--- config.mk ---
export PLATFORM = sky130hd
export DESIGN_NAME = axi_sram_bridge
export DESIGN_NICKNAME = d
export VERILOG_FILES = /design/src/rtl/axi_sram_bridge.sv
export SDC_FILE = /design/constraint.sdc
export NUM_CORES = 1
export LEC_CHECK = 0
export ABC_AREA = 1
export BUFFER_PORTS_ARGS = -buffer_cell sky130_fd_sc_hd__clkbuf_2
export CAP_MARGIN = 20
export CORE_AREA = 3 3 166 168
export DETAILED_ROUTE_END_ITERATION = 6
export DIE_AREA = 0 0 169 171
export GPL_TIMING_DRIVEN = 0
export SKIP_LAST_GASP = 1
export SYNTH_ARGS = -nofsm -noshare
export SYNTH_HDL_FRONTEND = slang
export SYNTH_SLANG_ARGS = --single-unit
--- constraint.sdc ---
create_clock -name aclk -period 5 [get_ports aclk]
set_input_delay 0.25 -clock aclk [delete_from_list [all_inputs] [get_ports aclk]]
set_output_delay 0.25 -clock aclk [all_outputs]
set_load 0.1 [all_outputs]
--- src/rtl/axi_sram_bridge.sv ---
// Bridges the core's instruction and data SRAM-like ports onto one AXI3 master.
// Each port has at most one transaction in flight; data reads wait for writes to drain.
module axi_sram_bridge #(
  parameter logic [3:0] INST_ID = 4'd0,
  parameter logic [3:0] DATA_ID = 4'd1
) (
  input  logic        aclk,
  input  logic        aresetn,
  input  logic        inst_sram_req,
  input  logic        inst_sram_wr,
  input  logic [1:0]  inst_sram_size,
  input  logic [31:0] inst_sram_addr,
  input  logic [3:0]  inst_sram_wstrb,
  input  logic [31:0] inst_sram_wdata,
  output logic        inst_sram_addr_ok,
  output logic        inst_sram_data_ok,
  output logic [31:0] inst_sram_rdata,
  input  logic        data_sram_req,
  input  logic        data_sram_wr,
  input  logic [1:0]  data_sram_size,
  input  logic [31:0] data_sram_addr,
  input  logic [3:0]  data_sram_wstrb,
  input  logic [31:0] data_sram_wdata,
  output logic        data_sram_addr_ok,
  output logic        data_sram_data_ok,
  output logic [31:0] data_sram_rdata,
  output logic [3:0]  arid,
  output logic [31:0] araddr,
  output logic [7:0]  arlen,
  output logic [2:0]  arsize,
  output logic [1:0]  arburst,
  output logic [1:0]  arlock,
  output logic [3:0]  arcache,
  output logic [2:0]  arprot,
  output logic        arvalid,
  input  logic        arready,
  input  logic [3:0]  rid,
  input  logic [31:0] rdata,
  input  logic [1:0]  rresp,
  input  logic        rlast,
  input  logic        rvalid,
  output logic        rready,
  output logic [3:0]  awid,
  output logic [31:0] awaddr,
  output logic [7:0]  awlen,
  output logic [2:0]  awsize,
  output logic [1:0]  awburst,
  output logic [1:0]  awlock,
  output logic [3:0]  awcache,
  output logic [2:0]  awprot,
  output logic        awvalid,
  input  logic        awready,
  output logic [3:0]  wid,
  output logic [31:0] wdata,
  output logic [3:0]  wstrb,
  output logic        wlast,
  output logic        wvalid,
  input  logic        wready,
  input  logic [3:0]  bid,
  input  logic [1:0]  bresp,
  input  logic        bvalid,
  output logic        bready
);

  typedef enum logic {AR_IDLE, AR_BUSY} ar_state_t;
  typedef enum logic [1:0] {W_IDLE, W_SEND, W_RESP} w_state_t;

  ar_state_t   r_ar_state;
  w_state_t    r_w_state;
  logic        r_inst_pend;
  logic        r_data_pend;

  logic        r_arvalid;
  logic [3:0]  r_arid;
  logic [31:0] r_araddr;
  logic [1:0]  r_arsize;

  logic        r_awvalid;
  logic        r_wvalid;
  logic        r_bready;
  logic [31:0] r_awaddr;
  logic [1:0]  r_awsize;
  logic [3:0]  r_wstrb;
  logic [31:0] r_wdata;

  logic        w_ar_idle;
  logic        w_w_idle;
  logic        w_data_rd_grant;
  logic        w_inst_rd_grant;
  logic        w_data_wr_grant;
  logic        w_inst_rret;
  logic        w_data_rret;
  logic        w_bret;
  logic        w_ar_hs;
  logic        w_aw_done;
  logic        w_w_done;
  logic        w_unused;

  assign w_ar_idle = (r_ar_state == AR_IDLE);
  assign w_w_idle  = (r_w_state == W_IDLE);

  // Data reads only start with the write path idle so a load never overtakes a store.
  assign w_data_rd_grant = aresetn & w_ar_idle & w_w_idle & data_sram_req & ~data_sram_wr
                         & ~r_data_pend;
  assign w_inst_rd_grant = aresetn & w_ar_idle & ~w_data_rd_grant & inst_sram_req & ~r_inst_pend;
  assign w_data_wr_grant = aresetn & w_w_idle & data_sram_req & data_sram_wr & ~r_data_pend
                         & ~w_data_rd_grant;

  // A DATA_ID beat only counts as load data when the shared pend flag belongs to a read.
  assign w_inst_rret = rvalid & (rid == INST_ID) & r_inst_pend;
  assign w_data_rret = rvalid & (rid == DATA_ID) & r_data_pend & w_w_idle;
  assign w_bret      = (r_w_state == W_RESP) & r_bready & bvalid;

  assign w_ar_hs   = r_arvalid & arready;
  assign w_aw_done = ~r_awvalid | awready;
  assign w_w_done  = ~r_wvalid | wready;

  always_ff @(posedge aclk or negedge aresetn) begin
    if (!aresetn) begin
      r_ar_state <= AR_IDLE;
      r_arvalid  <= 1'b0;
    end else begin
      case (r_ar_state)
        AR_IDLE: begin
          if (w_data_rd_grant || w_inst_rd_grant) begin
            r_arvalid  <= 1'b1;
            r_ar_state <= AR_BUSY;
          end
        end
        AR_BUSY: begin
          if (w_ar_hs) begin
            r_arvalid  <= 1'b0;
            r_ar_state <= AR_IDLE;
          end
        end
        default: begin
          r_arvalid  <= 1'b0;
          r_ar_state <= AR_IDLE;
        end
      endcase
    end
  end

  always_ff @(posedge aclk) begin
    if (w_data_rd_grant) begin
      r_arid   <= DATA_ID;
      r_araddr <= data_sram_addr;
      r_arsize <= data_sram_size;
    end else if (w_inst_rd_grant) begin
      r_arid   <= INST_ID;
      r_araddr <= inst_sram_addr;
      r_arsize <= inst_sram_size;
    end
  end

  always_ff @(posedge aclk or negedge aresetn) begin
    if (!aresetn) begin
      r_w_state <= W_IDLE;
      r_awvalid <= 1'b0;
      r_wvalid  <= 1'b0;
      r_bready  <= 1'b0;
    end else begin
      case (r_w_state)
        W_IDLE: begin
          if (w_data_wr_grant) begin
            r_awvalid <= 1'b1;
            r_wvalid  <= 1'b1;
            r_w_state <= W_SEND;
          end
        end
        W_SEND: begin
          if (r_awvalid && awready) r_awvalid <= 1'b0;
          if (r_wvalid && wready)   r_wvalid  <= 1'b0;
          if (w_aw_done && w_w_done) begin
            r_bready  <= 1'b1;
            r_w_state <= W_RESP;
          end
        end
        W_RESP: begin
          if (w_bret) begin
            r_bready  <= 1'b0;
            r_w_state <= W_IDLE;
          end
        end
        default: begin
          r_awvalid <= 1'b0;
          r_wvalid  <= 1'b0;
          r_bready  <= 1'b0;
          r_w_state <= W_IDLE;
        end
      endcase
    end
  end

  always_ff @(posedge aclk) begin
    if (w_data_wr_grant) begin
      r_awaddr <= data_sram_addr;
      r_awsize <= data_sram_size;
      r_wstrb  <= data_sram_wstrb;
      r_wdata  <= data_sram_wdata;
    end
  end

  // Grant requires the flag clear, so a set and a clear never target the same master at once.
  always_ff @(posedge aclk or negedge aresetn) begin
    if (!aresetn) begin
      r_inst_pend <= 1'b0;
      r_data_pend <= 1'b0;
    end else begin
      if (w_inst_rd_grant)  r_inst_pend <= 1'b1;
      else if (w_inst_rret) r_inst_pend <= 1'b0;
      if (w_data_rd_grant || w_data_wr_grant) r_data_pend <= 1'b1;
      else if (w_data_rret || w_bret)         r_data_pend <= 1'b0;
    end
  end

  assign inst_sram_addr_ok = w_inst_rd_grant;
  assign inst_sram_data_ok = w_inst_rret;
  assign inst_sram_rdata   = rdata;
  assign data_sram_addr_ok = w_data_rd_grant | w_data_wr_grant;
  assign data_sram_data_ok = w_data_rret | w_bret;
  assign data_sram_rdata   = rdata;

  assign arid    = r_arid;
  assign araddr  = r_araddr;
  assign arlen   = 8'd0;
  assign arsize  = {1'b0, r_arsize};
  assign arburst = 2'b01;
  assign arlock  = 2'b00;
  assign arcache = 4'd0;
  assign arprot  = 3'd0;
  assign arvalid = r_arvalid;
  assign rready  = 1'b1;

  assign awid    = DATA_ID;
  assign awaddr  = r_awaddr;
  assign awlen   = 8'd0;
  assign awsize  = {1'b0, r_awsize};
  assign awburst = 2'b01;
  assign awlock  = 2'b00;
  assign awcache = 4'd0;
  assign awprot  = 3'd0;
  assign awvalid = r_awvalid;

  assign wid    = DATA_ID;
  assign wdata  = r_wdata;
  assign wstrb  = r_wstrb;
  assign wlast  = 1'b1;
  assign wvalid = r_wvalid;
  assign bready = r_bready;

  assign w_unused = ^{inst_sram_wr, inst_sram_wstrb, inst_sram_wdata, rresp, rlast, bid, bresp};

endmodule

Word level (Yosys, flattened, before mapping)
Index checks and enable logic that the tools add are counted.

Bits in registers: 114. Input port bits: 196. Output and inout port bits: 230. Word-level logic and storage cells: 101.

Equality and inequality tests: 10. Muxes and demuxes: 26. Bitwise gates (word level): 34. Reduce and logical (&&, ||, !) cells: 16.

Operator list (count): 32-bit 2-to-1 mux (2); 1-bit bitwise AND (21); 1-bit 2-to-1 mux (13); 3-bit AND reduction (4); 2-bit 2-to-1 mux (5); 1-bit inverter (9); 1-bit one-hot mux with 3 select lines (3); 2-bit != test, second input constant (4); 2-bit by 1-bit != test with 1-bit output, second input constant (3); 2-bit one-hot mux with 3 select lines (1); 2-bit nonzero test (3); 4-bit by 1-bit == test with 1-bit output, second input constant (1); 4-bit logical NOT (1); 1-bit OR (4); 1-bit one-hot mux with 2 select lines (2); 1-bit logical AND (3); 1-bit logical OR (3); 2-bit by 1-bit == test with 1-bit output, second input constant (1); 2-bit == test, second input constant (1); 2-bit logical NOT (1); 2-bit AND reduction (1).

Depth between registers and ports, before layout
Gate-level depths: netlist of run 1.

Depth after elaboration: 13. Gate-level depth with buffers: 8. Depth with buffers taken out: 7.

Least setup slack after synthesis of run 1
No wires, ideal clock.

Path type: register to output. Start point: register r_data_pend. End point: output data_sram_addr_ok. Arrival: 4.565 ns. Data required time: 4.750 ns. Path slack: 0.185 ns. Cell stages (with the launch flop): 6. Buffers on the path: 0. Cell sequence: dfrtp_1 > nor2_2 > nand2_1 > nor2_1 > nor2_1 > inv_1.

Cells in the longest elaborated chain, start to end: 5. Elaborated cells between the ends (all ways): 6. Classes of those cells: bitwise (6).

RTL lines: start, declared (line 71) `logic r_data_pend;`; start signal, assigned (line 208) `r_data_pend <= 1'b0;`; start signal, assigned (line 212) `if (w_data_rd_grant || w_data_wr_grant) r_data_pend <= 1'b1;`; start signal, assigned (line 213) `else if (w_data_rret || w_bret) r_data_pend <= 1'b0;`; 1-bit inverter * (line 104, 106); 1-bit bitwise AND (line 104) `& ~r_data_pend;`; 1-bit inverter (line 107) `& ~w_data_rd_grant;`; 1-bit bitwise AND * (line 107); net w_data_wr_grant (line 90) `logic w_data_wr_grant;`; 1-bit OR * (line 220) `assign data_sram_addr_ok = w_data_rd_grant | w_data_wr_grant;`; end, declared (line 24) `output logic data_sram_addr_ok,`.

The timed path passes the listed nets; every way through them passes the cells marked *.

Worst setup path after layout of run 1
Start point: input aresetn. End point: output data_sram_addr_ok.

Cells in the longest elaborated chain, start to end: 8. Elaborated cells between the ends (all ways): 12. Classes of those cells: bitwise (12).

RTL lines: start, declared (line 8) `input logic aresetn,`; 1-bit bitwise AND (4 in a row) (line 103) `assign w_data_rd_grant = aresetn & w_ar_idle & w_w_idle & data_sram_req & ~data_sram_wr`; 1-bit bitwise AND (line 104); 1-bit inverter (line 107); 1-bit bitwise AND (line 107); 1-bit OR * (line 220).

Mark *: on every way between the ends. The rest lies on a longest branch, timed or not.

==> results of run 1 <==
path summary, 6_finish.rpt:
check / end / from / slack (ns)
worst max-delay path: data_sram_addr_ok / aresetn / 2.28
worst min-delay path: wstrb[1] / data_sram_wstrb[1] / 0.02
worst max register to register: awaddr[15] / r_data_pend / 3.03
worst min register to register: r_inst_pend / r_inst_pend / 0.49
max in group asynchronous: r_ar_state / aresetn / 4.51
min in group asynchronous: awvalid / aresetn / 0.26
worst max-delay path: cells and delay by family:
family                 cells  cell delay, ns
buffers and inverters      5            1.50
and+or+nand+nor            4            0.72
cell families after synthesis:
kind of cell | count (synthesis)
other | 2
DFF | 114
buffers and inverters | 140
AOI/OAI and AO/OA | 4
and+or+nand+nor | 154
state kept, by name, summed over array words and instances, names as in the netlist:
register and flops:
r_ar_state 1, arvalid 1, awvalid 1, arid 1, bready 1, wdata 32
r_arsize 2, araddr 32, wvalid 1, r_inst_pend 1, awaddr 32, r_data_pend 1
wstrb 4, r_awsize 2, r_w_state 2
area by class of cell:
| type | instances | area [sq um] |
|---|---|---|
| buffer | 124 | 945 |
| multi-input combinational | 211 | 856 |
| sequential | 114 | 3370 |
| fill | 2664 | 18200 |
| clock inverter | 14 | 91.3 |
| inverter | 16 | 60.1 |
| clock buffer | 18 | 429 |
| tap | 335 | 419 |
| timing repair buffer | 309 | 1650 |
routing by layer:
metal / global-route usage (%) / vias to the layer above / wire, um
met5: 0 / - / 0
met4: 2.96 / 0 / 218
met3: 4.00 / 11 / 1850
met2: 19.3 / 293 / 8370
met1: 11.0 / 1871 / 5740
li1: - / 1948 / -
power by group:
| part | switching, uW | leakage [uW] | internal (uW) |
|---|---|---|---|
| combinational | 1170 | 0.00262 | 229 |
| sequential | 49.9 | 0.00106 | 1160 |
| clock | 452 | 0.000243 | 628 |
| total | 1670 | 0.00392 | 2020 |
placed cells by master (no fill, tap or decap), drive strengths merged:
cell type	count
clkbuf	312
nand2	133
buf	127
edfxtp	104
conb	53
inv	18
dlygate4sd3	12
nor2	11
dfrtp	9
nand3	9
clkinv	7
clkinvlp	5
a21oi	2
nand4	1
o211ai	1
o21ai	1
dfxtp	1
per-stage QoR:
| stage | utilization [%] | setup WS, ns | power (uW) |
|---|---|---|---|
| 6_report | 30.0 | 2.28 | 3690 |
| 5_1_grt | 30.0 | 2.03 | 3830 |
| 4_1_cts | 29.9 | 2.14 | 3730 |
| 3_5_place_dp | 27.6 | 2.68 | 2630 |
| 3_3_place_gp | 27.3 | -2.03 | 2610 |
| 2_1_floorplan | - | 0.185 | 2390 |
what timing repair did:
item,CTS,global route
hold buffers,8,4
endpoints found under the setup margin,0,0
hold endpoints to repair,16,4
==> run summary, run 1 <==
Count leader, synth = nand2_1
DR pass1 iterations = 4
Starting density of the core = 19.3%
Standard-cell rows = 59
Critical Path RT = 4.75 ns
Syn Area/Cell = 12.1 sq um
Layout area overhead = 55.6%
Min Hold Slack = 0.0201 ns
Post-Synth Simple-Gate Area = 12.4%
CP max stage cell = dlygate4sd3_1
Hold/Removal Path Class = input pin to register
Fraction of layout cells with a size suffix above 1 = 56.9%
Largest net degree at the start of global routing = 33
Synth top area share = 62.1%
Cells after synthesis = 414
Synth top area cells = edfxtp_1, buf_4, nand2_1
Hold depth = 1
First-iteration detailed-routing DRC count = 191
WL per Instance = 14.2 um
Sequential share of the synthesized area = 67.0%
Leak pwr = 0.00392 uW
Synth top cells by count = nand2_1, buf_4, edfxtp_1, inv_1, dfrtp_1
Yosys warning count = 0
DR DRC count = 0
Crit path largest cell delay = 0.52 ns
Die X = 169 um
Total Wirelength = 16.2 mm
Synth Area in XOR/XNOR = 0%
Fmax = 368 MHz
Core Area = 26100 sq um
Post-synth EDFFs = 104
Placed cells = 1097
Tcrit/Tclk final = 54.4%
Worst-path clk slew = 0.06 ns
Synth Area in Compound Gates = 0.448%
Crit. End Element = primary output
Post-CTS setup buffers = 0
Max Slew Vio Count = 0
TritonCTS clock tree = yes
I/O Buffers = 294
Dominant cell type by area after synthesis = edfxtp_1
Worst slew pin tran = 0.616 ns
Vias/cell = 3.61
Clk sink count = 114
Adder-Cell Fraction of Synth Area = 0%
Max cap viols = 0
Layout Cells excl Fill = 1141
First-pass GRT wire length = 22.4 mm
CP cell instances = dlygate4sd3_1 > clkbuf_2 > inv_1 > nor2_4 > nand2_1 > nor2_4 > nor2_1 > inv_1 > clkbuf_2
Synth Flop Type = edfxtp_1
Worst reg2reg path depth = 5
Critical Path AT = 2.47 ns
H-tree levels = 4
Outcome = completed
Clock tree buffer depth = 2
Final hold vios = 0
Io pins = 426
Ant diodes = 0
Total number of vias = 4123
Worst Skew = 0.0112 ns
Max FO, Critical Path = 12
Layout Nets = 989
Largest family of logic cells by synthesized area = buffers and inverters
Mux cell area share after synthesis = 0%
Die Ht = 171 um
Post-Syn Area = 5030 sq um
Final setup viols = 0
Die footprint = 28900 sq um
Dpl hpwl = 13.0 mm
Cts bufs inserted = 17
Asr flop ratio synth = 7.89%
Placed Area = 7180 sq um
Antenna Nets Post-Route = 0
Final RePlAce weighted congestion = 0.780
Pwr/cell area = 471 nW/um^2
#FFs+latches synth = 114
Root Buffer = clkbuf_16
Post-cts repair resize count = 0
Antenna violations before repair = 0
Startpoint types = input pin
Maximum VDD drop = 0.185 mV
Crit path time final = 2.72 ns
Design area = 7820 sq um
Final setup TNS = 0 ns
RSZ-0062 raised after global routing = false
Worst slew slack as a fraction of its limit = 59.1%
Gr usage total = 10.4%
Final global-route overflow total = 0
Vias in the first global route = 3953
Yosys cell types = 20
Worst setup path class = input pin to primary output
Clock Latency Late Sink = 0.41 ns
Power figures use the tool's default switching activity.
==> inputs of run 2 (changes only) <==
==> constraint.sdc (replaced) <==
create_clock -name aclk -period 2.35 [get_ports aclk]
set_input_delay 0.1175 -clock aclk [delete_from_list [all_inputs] [get_ports aclk]]
set_output_delay 0.1175 -clock aclk [all_outputs]
set_load 0.1 [all_outputs]
==> run 2 against run 1 <==
  * Cell count rose by 8.2%
  * Worst hold slack better by 0.025 ns
  * Clock power up 150%
  * Global-route usage is 1.7 points higher
  * Non-clock buffer count grew 93
  * Clock-buffer cell count is the same
  * Utilization increased by 4.0 points
  * Routed wire length grew 14%
  * Sequential power grew 110%
  * Design area grew 13%
  * Combinational power is 130% higher
  * Critical path type is now register to primary output
  * Critical endpoint unchanged
  * Largest power group unchanged
==> run summary, run 2 (synthesis results as in run 1) <==
Antenna Nets Post-Route = 0
H-tree levels = 4
Fraction of layout cells with a size suffix above 1 = 51.7%
Final RePlAce weighted congestion = 0.741
Flop pwr share = 30.8%
Total number of vias = 4445
Io pins = 426
Switching part of the total = 43.5%
Clk pwr share = 32.0%
Root Buffer = clkbuf_16
Critical Path RT = 2.23 ns
First-pass GRT wire length = 26.0 mm
Fmax = 469 MHz
Layout Cells excl Fill = 1235
Final core occ = 34.0%
Worst r2r src = r_w_state[1]
Hold/Removal Path Class = input pin to register
Total Wirelength = 18.5 mm
RSZ-0062 raised after global routing = false
Largest net degree at the start of global routing = 35
Hold Path Sink = araddr[24]
Critical Path AT = 2.02 ns
Crit path time final = 2.13 ns
Vias in the first global route = 4594
Fillers = 2555
Placed cells = 1096
Worst Skew = 0.0115 ns
Internal reg-to-reg setup slack = 0.44 ns
Most common cell after layout, fill and taps aside = clkbuf_2
Final hold vios = 0
Die X = 169 um
Worst reg2reg path depth = 7
DR pass1 iterations = 4
Starting density of the core = 19.3%
Clk sink count = 114
Most frequent CP cell = nor2_4
Worst slew slack as a fraction of its limit = 58.2%
Max FO, Critical Path = 8
Dpl hpwl = 13.6 mm
Max cap viols = 0
Maximum VDD drop = 0.564 mV
DR DRC count = 0
Die footprint = 28900 sq um
Final setup viols = 0
R2r endpoint = araddr[25]
Commonest non-fill, non-tap cells in the layout = clkbuf_2, nand2_1, buf_4, dlygate4sd3_1, edfxtp_1
WL per Instance = 15.0 um
Core Area = 26100 sq um
Crit path largest cell delay = 0.41 ns
NetSw = 3650 uW
Crit. End Element = primary output
Antenna violations before repair = 1
Hold depth = 3
Min Hold Slack = 0.0450 ns
Tcrit/Tclk final = 90.8%
Max Slew Vio Count = 0
CP cell instances = nor2_2 > nand2_1 > nor2_4 > nor2_4 > clkinvlp_4 > clkbuf_4
Standard-cell rows = 59
I/O Buffers = 294
Layout area overhead = 76.3%
Clock Latency Late Sink = 0.41 ns
Leak pwr = 0.00436 uW
TritonCTS clock tree = yes
Ant diodes = 0
Cts bufs inserted = 17
Worst slew pin tran = 0.629 ns
Clock tree buffer depth = 2
Layout Nets = 1083
P_int = 4740 uW
Vias/cell = 3.60
Worst setup path class = register to primary output
Comb power frac = 37.3%
Gr usage total = 12.1%
Final global-route overflow total = 0
Outcome = completed
Worst-path clk slew = 0.06 ns
Startpoint types = register
Min-Delay Startpoint = inst_sram_addr[24]
First-iteration detailed-routing DRC count = 257
Die Ht = 171 um
Pwr/cell area = 947 nW/um^2
CP max stage cell = dfrtp_1
[run 2: metrics by stage]
step / total power [uW] / worst slack [ns] / setup TNS, ns / area, sq um
4_1_cts: 8490 / 0.0417 / 0 / 8850
2_1_floorplan: 5100 / 0.0160 / 0 / 5240
6_report: 8390 / 0.216 / 0 / 8860
5_1_grt: 8710 / 0.00123 / 0 / 8860
3_3_place_gp: 5590 / -0.942 / -51.27 / 7130
3_5_place_dp: 5610 / -0.0433 / -0.0433 / 7180
[run 2: metal layers]
metal	vias to the layer above	track usage, %	share of wire (%)
met2	295	23.5	54
met3	16	4.11	11
li1	2138	-	-
met4	2	3.92	1.6
met5	-	0	0.054
met1	1994	12.0	34
[run 2: timing repair]
| item | CTS | global route |
|---|---|---|
| pin swaps | 1 | 0 |
| endpoints found under the hold margin | 114 | 0 |
| hold buffers | 105 | 0 |
| resized for setup | 1 | 2 |
| buffers inserted | 1 | 0 |
| cloned | 1 | 0 |
| endpoints found under the setup margin | 1 | 21 |
[run 2: cell type report]
cell class | count | area, sq um | area share (%)
Buffer | 124 | 945 | 10.7
Clock buffer | 18 | 429 | 4.84
Clock inverter | 14 | 180 | 2.03
Inverter | 16 | 63.8 | 0.720
Multi-Input combinational cell | 212 | 877 | 9.90
Sequential cell | 114 | 3370 | 38.0
Tap cell | 335 | 419 | 4.73
Timing Repair Buffer | 402 | 2580 | 29.1
[run 2: critical path, delay by kind of cell (launching register included)]
kind / cells / cell delay [ns]
and+or+nand+nor: 4 / 0.78
buffers and inverters: 2 / 0.40
DFF: 1 / 0.41
[run 2: how the worst max path moves through the flow]
stage | from | to | slack, ns | cells after the start
after global placement | r_data_pend | data_sram_addr_ok | -0.94 | 6
after floorplan | r_w_state[1] | data_sram_addr_ok | 0.02 | 5
after global routing | r_data_pend | data_sram_addr_ok | 0.001 | 6
final | r_data_pend | data_sram_addr_ok | 0.22 | 6
after CTS | r_data_pend | data_sram_addr_ok | 0.04 | 7
after detailed placement | r_data_pend | data_sram_addr_ok | -0.04 | 7
[run 2: power groups by stage]
stage                     Combinational, uW  Clock [uW]  Sequential, uW
after floorplan                        1320           0            3770
after global placement                 2960           0            2630
after detailed placement               2980           0            2630
after CTS                              3150        2750            2590
after global routing                   3260        2850            2600
final                                  3130        2680            2580
==> inputs of run 3 (changes only) <==
--- a/config.mk
+++ b/config.mk
@@ -12,6 +12,8 @@
 export DETAILED_ROUTE_END_ITERATION = 6
 export DIE_AREA = 0 0 169 171
 export GPL_TIMING_DRIVEN = 0
+export REMOVE_ABC_BUFFERS = 1
+export SKIP_CTS_REPAIR_TIMING = 1
 export SKIP_LAST_GASP = 1
 export SYNTH_ARGS = -nofsm -noshare
 export SYNTH_HDL_FRONTEND = slang
==> run 3 against run 2 <==
  * The run now ends with hold timing left
  * Clock skew is 0.0039 ns higher
  * Maximum frequency decreased by 7.2%
  * Worst hold slack got worse by 0.47 ns
  * Routed wire length grew 4.4%
  * Die area did not move
  * Critical endpoint is now inst_sram_addr_ok
  * Largest cell class is now registers
==> run summary, run 3 (synthesis results as in run 1) <==
Dpl hpwl = 14.3 mm
Clock Latency Late Sink = 0.41 ns
Worst slew slack as a fraction of its limit = 60.6%
Clock tree buffer depth = 2
Fraction of layout cells with a size suffix above 1 = 39.5%
Total number of vias = 3864
Startpoint types = register
Worst r2r src = r_w_state[1]
WL per Instance = 18.5 um
First-iteration detailed-routing DRC count = 202
CP top delay family = simple AND/OR/NAND/NOR gates
Final global-route overflow total = 0
Crit. End Element = primary output
Die X = 169 um
Gr usage total = 12.1%
Worst-path clk slew = 0.06 ns
Pwr/cell area = 1030 nW/um^2
Max cap viols = 0
CP max stage cell = dfrtp_1
Layout area overhead = 50.7%
CP cell instances = nor2_4 > nand2_2 > inv_2 > nand3_2 > nand2_1 > inv_1 > clkbuf_2
Worst path depth = 7
Largest net degree at the start of global routing = 38
Internal reg-to-reg setup slack = 0.18 ns
Max Slew Vio Count = 0
RSZ-0062 raised after global routing = true
Worst reg2reg path depth = 6
Die Ht = 171 um
Leak pwr = 0.00349 uW
Total power = 7800 uW
Final RePlAce weighted congestion = 0.767
Root Buffer = clkbuf_16
Crit path largest cell delay = 0.43 ns
Ant diodes = 0
DR pass1 iterations = 4
Crit path time final = 2.30 ns
Total Wirelength = 19.3 mm
Final setup viols = 0
Antenna violations before repair = 2
Buf/Inv on CP = 3
Standard-cell rows = 59
Worst Skew = 0.0155 ns
Core Area = 26100 sq um
First-pass GRT wire length = 24.3 mm
H-tree levels = 4
Antenna Nets Post-Route = 0
Starting density of the core = 19.3%
Worst slew pin tran = 0.594 ns
Commonest non-fill, non-tap cells in the layout = clkbuf_2, nand2_1, edfxtp_1, dlygate4sd3_1, conb_1
Placed cells = 911
Die footprint = 28900 sq um
R2r endpoint = araddr[3]
Fillers = 2650
Tcrit/Tclk final = 97.8%
Clk sink count = 114
Hold/Removal Path Class = input pin to async pin
Io pins = 426
Final hold vios = 11
Worst setup path class = register to primary output
I/O Buffers = 230
Placed Area = 5950 sq um
Cts bufs inserted = 17
Critical Path RT = 2.23 ns
Design area = 7580 sq um
Layout Nets = 892
Fmax = 435 MHz
DR DRC count = 0
TritonCTS clock tree = yes
Min Hold Slack = -0.426 ns
Storage cell area = 3370 sq um
Most common cell after layout, fill and taps aside = clkbuf_2
Vias/cell = 3.70
Critical Path AT = 2.18 ns
Max FO, Critical Path = 14
Footprint of the multi-input gates = 856 sq um
Failing checks = hold timing
Outcome = finished with violations
Layout Cells excl Fill = 1044
Vias in the first global route = 3377
Maximum VDD drop = 0.483 mV
==> run 3: changes by cell type in the layout (fill, tap and decap cells not counted), sizes merged <==
cell,change
dlygate4sd3,-8
clkbuf,-65
buf,-118
clkinv,-3
inv,+6
clkinvlp,-2
nor2,-1
==> run 3: how the worst max path moves through the flow <==
| stage | from | end | slack (ns) |
|---|---|---|---|
| floorplan | r_data_pend | data_sram_addr_ok | -2.33 |
| global placement | r_data_pend | data_sram_addr_ok | -4.83 |
| detailed placement | r_w_state[1] | araddr[18] | 0.10 |
| CTS | r_data_pend | data_sram_addr_ok | -0.18 |
| global route | r_w_state[1] | inst_sram_addr_ok | -0.13 |
| finish | r_w_state[1] | inst_sram_addr_ok | 0.05 |
==> run 3: metal layers <==
layer | track usage (%) | vias to the layer above | part of all wire, %
li1 | - | 1750 | -
met3 | 9.40 | 21 | 16
met5 | 4.68 | - | 0.88
met1 | 14.2 | 1785 | 40
met2 | 16.5 | 300 | 41
met4 | 3.60 | 8 | 1.0
==> run 3: where the power goes <==
group | internal, uW | switching, uW | total (uW)
Combinational | 420 | 2040 | 2460
Clock | 1700 | 1060 | 2770
Sequential | 2470 | 104 | 2580
==> run 3: per-stage QoR <==
step | TNS (ns) | util [%] | worst slack (ns)
CTS | -0.220 | 25.2 | -0.180
global route | -0.235 | 29.1 | -0.127
detailed placement | 0 | 22.9 | 0.101
global placement | -331.67 | 22.4 | -4.83
finish | 0 | 29.1 | 0.0513
floorplan | -126.81 | - | -2.33
==> run 3: cell type report <==
type / instances / share of cell area [%]
Multi-Input combinational cell: 211 / 11.3
Tap cell: 335 / 5.53
Timing Repair Buffer: 336 / 29.7
Clock inverter: 15 / 2.58
Sequential cell: 114 / 44.5
Clock buffer: 17 / 5.62
Inverter: 16 / 0.793
